--- src/rtl/mips_dbg_pkg.sv ---
// Shared debug definitions for the MIPS register-file read-out path.
package mips_dbg_pkg;

    // Default geometry, shared with the register file and the debug mux.
    localparam int DEF_NUM_REGS = 32;
    localparam int DEF_ADDR_W   = 5;
    localparam int DEF_DATA_W   = 32;

    // Dump engine states.
    typedef enum logic [2:0] {
        ST_IDLE  = 3'd0,
        ST_REQ   = 3'd1,
        ST_SEND0 = 3'd2,
        ST_SEND1 = 3'd3,
        ST_DONE  = 3'd4
    } dump_state_e;

endpackage

--- src/rtl/regfile_dump_reader.sv ---
// Streams every register of the MIPS register file out over valid/ready,
// reading even/odd pairs through the two read ports on each grant.
module regfile_dump_reader
    import mips_dbg_pkg::*;
#(
    parameter int NUM_REGS = DEF_NUM_REGS,
    parameter int ADDR_W   = DEF_ADDR_W,
    parameter int DATA_W   = DEF_DATA_W
) (
    input  logic              clk,
    input  logic              rst_n,
    input  logic              start,
    output logic              rf_req,
    input  logic              rf_gnt,
    output logic [ADDR_W-1:0] rf_a1,
    output logic [ADDR_W-1:0] rf_a2,
    input  logic [DATA_W-1:0] rf_rd1,
    input  logic [DATA_W-1:0] rf_rd2,
    output logic              out_valid,
    input  logic              out_ready,
    output logic [DATA_W-1:0] out_data,
    output logic [ADDR_W-1:0] out_index,
    output logic              out_last,
    output logic              busy,
    output logic              done
);

    // Pair index of the final even/odd pair.
    localparam logic [ADDR_W-1:0] LAST_P = ADDR_W'(NUM_REGS / 2 - 1);

    dump_state_e       state_q, state_d;
    logic [ADDR_W-1:0] p_q, p_d;
    logic [DATA_W-1:0] buf0_q, buf0_d;
    logic [DATA_W-1:0] buf1_q, buf1_d;

    logic [ADDR_W-1:0] idx_even;
    logic [ADDR_W-1:0] idx_odd;
    logic              last_pair;

    assign idx_even  = p_q << 1;
    assign idx_odd   = idx_even | ADDR_W'(1);
    assign last_pair = (p_q == LAST_P);

    // State, pair counter and capture buffers; all cleared by reset.
    always_ff @(posedge clk or negedge rst_n) begin
        if (!rst_n) begin
            state_q <= ST_IDLE;
            p_q     <= '0;
            buf0_q  <= '0;
            buf1_q  <= '0;
        end else begin
            state_q <= state_d;
            p_q     <= p_d;
            buf0_q  <= buf0_d;
            buf1_q  <= buf1_d;
        end
    end

    // Next-state logic and state-decoded outputs (all outputs are 0 in IDLE,
    // so an asynchronous reset clears them without waiting for a clock edge).
    always_comb begin
        state_d   = state_q;
        p_d       = p_q;
        buf0_d    = buf0_q;
        buf1_d    = buf1_q;
        rf_req    = 1'b0;
        rf_a1     = '0;
        rf_a2     = '0;
        out_valid = 1'b0;
        out_data  = '0;
        out_index = '0;
        out_last  = 1'b0;
        done      = 1'b0;
        busy      = (state_q != ST_IDLE);

        case (state_q)
            ST_IDLE: begin
                if (start) begin
                    p_d     = '0;
                    state_d = ST_REQ;
                end
            end
            ST_REQ: begin
                rf_req = 1'b1;
                rf_a1  = idx_even;
                rf_a2  = idx_odd;
                // Read data is combinational, so capture at the granting edge.
                if (rf_gnt) begin
                    buf0_d  = rf_rd1;
                    buf1_d  = rf_rd2;
                    state_d = ST_SEND0;
                end
            end
            ST_SEND0: begin
                out_valid = 1'b1;
                out_data  = buf0_q;
                out_index = idx_even;
                if (out_ready) begin
                    state_d = ST_SEND1;
                end
            end
            ST_SEND1: begin
                out_valid = 1'b1;
                out_data  = buf1_q;
                out_index = idx_odd;
                out_last  = last_pair;
                if (out_ready) begin
                    if (last_pair) begin
                        state_d = ST_DONE;
                    end else begin
                        p_d     = p_q + ADDR_W'(1);
                        state_d = ST_REQ;
                    end
                end
            end
            ST_DONE: begin
                done    = 1'b1;
                state_d = ST_IDLE;
            end
            default: begin
                state_d = ST_IDLE;
            end
        endcase
    end

endmodule

--- config.mk ---
export PLATFORM = sky130hd
export DESIGN_NAME = regfile_dump_reader
export DESIGN_NICKNAME = d
export VERILOG_FILES = /design/src/rtl/mips_dbg_pkg.sv /design/src/rtl/regfile_dump_reader.sv
export SDC_FILE = /design/constraint.sdc
export NUM_CORES = 1
export LEC_CHECK = 0
export ABC_AREA = 0
export CAP_MARGIN = 30
export CORE_MARGIN = 5
export CORE_UTILIZATION = 42
export DETAILED_ROUTE_END_ITERATION = 16
export PLACE_DENSITY = 0.77
export SKIP_LAST_GASP = 1
export SLEW_MARGIN = 20
export SYNTH_ARGS = -nofsm -noshare
export SYNTH_HDL_FRONTEND = slang
export SYNTH_SLANG_ARGS = --single-unit
--- constraint.sdc ---
create_clock -name clk -period 1.9 [get_ports clk]
set_input_delay 0.38 -clock clk [delete_from_list [all_inputs] [get_ports clk]]
set_output_delay 0.38 -clock clk [all_outputs]
set_load 0.005 [all_outputs]
==> results of run 1 <==
## layout by cell type, fill, tap and decap left out, types with 2 or more instances in the layout
| cell | n |
|---|---|
| nor3b_1 | 2 |
| dfrtp_1 | 70 |
| buf_8 | 2 |
| a21oi_1 | 2 |
| clkinv_2 | 2 |
| dlymetal6s2s_1 | 9 |
| buf_4 | 25 |
| nand3_1 | 2 |
| clkbuf_8 | 11 |
| buf_6 | 4 |
| mux2_4 | 60 |
| mux2i_2 | 2 |
| and2_1 | 3 |
| and3_1 | 4 |
| nor2_1 | 39 |
| clkdlybuf4s50_1 | 95 |
| dlygate4sd2_1 | 9 |
| mux2_2 | 7 |
| inv_1 | 4 |
| mux2i_1 | 29 |
| clkbuf_16 | 2 |
| clkinvlp_4 | 2 |
| o221ai_1 | 2 |
| and3_4 | 5 |
| buf_12 | 6 |
| dfrtp_2 | 2 |
| o211ai_1 | 2 |
| clkbuf_2 | 5 |
## how the worst max path moves through the flow
| stage | cells after the start | to | from |
|---|---|---|---|
| final | 4 | out_data[20] | state_q[0] |
| after global routing | 4 | out_data[15] | state_q[0] |
| after global placement | 5 | out_last | p_q[0] |
| after floorplan | 6 | p_q[0] | p_q[0] |
| after CTS | 4 | out_data[31] | state_q[0] |
| after detailed placement | 5 | out_last | p_q[0] |
## timing repair
action / 4_1_cts / 5_1_grt
pin swaps: 1 / 1
endpoints found under the hold margin: 13 / 0
gates cloned: 0 / 2
hold buffers: 1 / 0
endpoints found under the setup margin: 54 / 50
gates resized for setup: 23 / 34
setup buffers: 4 / 12
## registers in the layout (all words and copies together), names as in the netlist
register,flops
buf0_q,32
buf1_q,32
p_q,5
state_q,3
## kinds of logic (layout without fill, tap and decap cells)
| kind of cell | count (synthesis) | after routing | share of synthesized area [%] |
|---|---|---|---|
| flip-flops | 72 | 72 | 47.7 |
| other | 1 | 1 | 0.0992 |
| adder cells (fa/ha/maj) | 2 | 2 | 0.662 |
| AND/OR/NAND/NOR | 64 | 64 | 8.44 |
| multiplexers | 99 | 99 | 34.4 |
| buffers and inverters | 30 | 179 | 6.88 |
| AO/OA/AOI/OAI | 9 | 9 | 1.85 |
## through the flow
step                cell area [um^2]  power, uW  setup WS [ns]  hold WS, ns  std cells
CTS                             5370       8840         -0.253        0.411        520
detailed placement              5090       7500        -0.0646        0.246        499
global route                    5570       9750         -0.312        0.436        534
finish                          5570       9200         -0.225        0.426        534
floorplan                       3780       5550         0.0286       0.0844        277
global placement                5090       7380        -0.0369        0.242        499
## layout make-up
type | instances | area [um^2] | area share [%]
Sequential cell | 72 | 1800 | 32.4
Multi-Input combinational cell | 175 | 1790 | 32.2
Timing Repair Buffer | 158 | 1610 | 28.9
Clock buffer | 11 | 151 | 2.72
Tap cell | 108 | 135 | 2.43
Clock inverter | 5 | 55.1 | 0.988
Inverter | 5 | 21.3 | 0.382
## report_power, final
part | switching [uW] | total [uW] | internal [uW]
clock network | 555 | 1230 | 673
registers | 512 | 2820 | 2310
logic | 1830 | 5150 | 3320
total | 2900 | 9200 | 6300
## routing by layer
layer	part of all wire [%]	up-vias	global-route usage [%]
met3	5.3	5	3.70
met2	50	86	25.4
met4	0.65	0	5.48
li1	-	1241	-
met1	44	1319	20.5
met5	0	-	0
==> qor.csv, run 1 <==
stage;metric;value;unit
timing;Achievable Freq;471;MHz
clocking;insertion delay to the later sink of the worst-skew pair;0.34;ns
worst_setup_path;Crit Path Class;reg2out;
synthesis;Post-synth EDFFs;0;
worst_setup_path;Crit. End Element;output pin;
finish;Nets;492;
worst_setup_path;crit path buf inv count;2;
timing;unrepaired setup endpoints after global routing;true;
worst_setup_path;CP Launch Type;register;
drt;via count;2651;
worst_setup_path;Worst R2R End;p_q[1];
drt;drt pass-1 iters;6;
clocking;TritonCTS clock tree;built;
synthesis;Yosys reg bits;72;
clocking;Num CTS Buffers;9;
timing;Worst Clk Skew;0.00947;ns
clocking;htree depth;3;
worst_setup_path;CP Max Fanout;9;
timing;Setup Viol. Count Final;40;
floorplan;Die W;105;um
synthesis;library cells used by synthesis;32;
drt;Routed WL;9380;um
synthesis;ys async rst share;100;%
finish;synth-to-layout area growth;47.4;%
finish;share of cells above drive strength 1;33.8;%
placed_design;RePlAce Congestion;0.775;
worst_setup_path;Worst EP arrival;1.75;ns
worst_setup_path;CP Cell Sequence;clkbuf_16 -> mux2i_1 -> nor2_1 -> clkdlybuf4s50_1;
power_and_ir_drop;maximum vdd ir drop;0.672;mV
drt;Routed Antenna Nets;0;
synthesis;Post-synth top flop;dfrtp_1;
timing;Tcrit/Tclk final;112;%
worst_setup_path;worst path required time;1.52;ns
status;failing checks;setup timing;
global_route;first-pass GRT wire length;14200;um
synthesis;Seq/Total Area, Yosys;47.7;%
run;Max-cap violations;0;
worst_setup_path;R2R Setup Slk;0.01;ns
clocking;CTS root buf;clkbuf_8;
status;outcome;finished with violations;
synthesis;syn nets;348;
floorplan;# rows;34;
drt;DRT iter0 DRCs;62;
placed_design;count of input and output buffers;119;
global_route;pin count of the biggest net entering global routing;60;
finish;ANT cells;0;
timing;fin crit period;2.13;ns
worst_setup_path;Worst path max stage delay;0.53;ns
drt;DRC;0;
floorplan;DIE AREA;11000;um^2
power_and_ir_drop;PwrDens;1650;nW/um^2
timing;setup tns final;-7.10;ns
global_route;initial antenna violation count;0;
timing;setup ws final;-0.225;ns
drt;WL/cell;17.6;um
synthesis;synth top area cells;dfrtp_1, mux2_4, mux2i_1;
worst_setup_path;slowest cell on the critical path;clkdlybuf4s50_1;
finish;fillcell total;681;
worst_hold_path;Worst Hold Class;in2async;
synthesis;Syn Area/Cell;13.6;um^2
synthesis;synth cell count leaders;dfrtp_1, mux2_4, nor2_1, mux2i_1, and3_1;
timing;Max Slew Vio Count;0;
timing;Fin. Hold Viols;0;
clocking;Num Clock Sinks;72;
floorplan;I/O pin count;121;
global_route;gr usage total;15.7;%
worst_setup_path;Worst R2R Start;state_q[0];
worst_setup_path;R2R depth;5;
global_route;vias in the first global route;2873;
power_and_ir_drop;P_leak;0.00269;uW
synthesis;yosys warns;0;
placed_design;HPWL after DPL;6250;um
synthesis;Synth Instances;277;
clocking;CTS clock-pin slew for the worst setup and hold paths;0.08;ns
floorplan;die height;105;um
synthesis;share of the synthesized area in the top cell type;47.7;%
floorplan;Starting Density;43.1;%
finish;Final Core Density;63.6;%
worst_setup_path;critical path's top delay family;buffers and inverters;
synthesis;most frequent cell after synthesis;dfrtp_1;
clocking;clk buf depth;2;
synthesis;Synth area leader;dfrtp_1;
global_route;GR Overflow Total;0;
floorplan;area of the core;8760;um^2
drt;drt via density;4.96;
synthesis;mapped cell area;3780;um^2
Note: power is estimated with default switching activity, not from simulation.
==> run 2: changes to the inputs <==
--- a/config.mk
+++ b/config.mk
@@ -10,9 +10,9 @@
 export CORE_MARGIN = 5
 export CORE_UTILIZATION = 42
 export DETAILED_ROUTE_END_ITERATION = 16
+export HOLD_SLACK_MARGIN = 0.03
 export PLACE_DENSITY = 0.77
 export SKIP_LAST_GASP = 1
-export SLEW_MARGIN = 20
 export SYNTH_ARGS = -nofsm -noshare
 export SYNTH_HDL_FRONTEND = slang
 export SYNTH_SLANG_ARGS = --single-unit
==> results of run 2 <==
No change in the layout: final DEF, timing and power equal those of run 1.
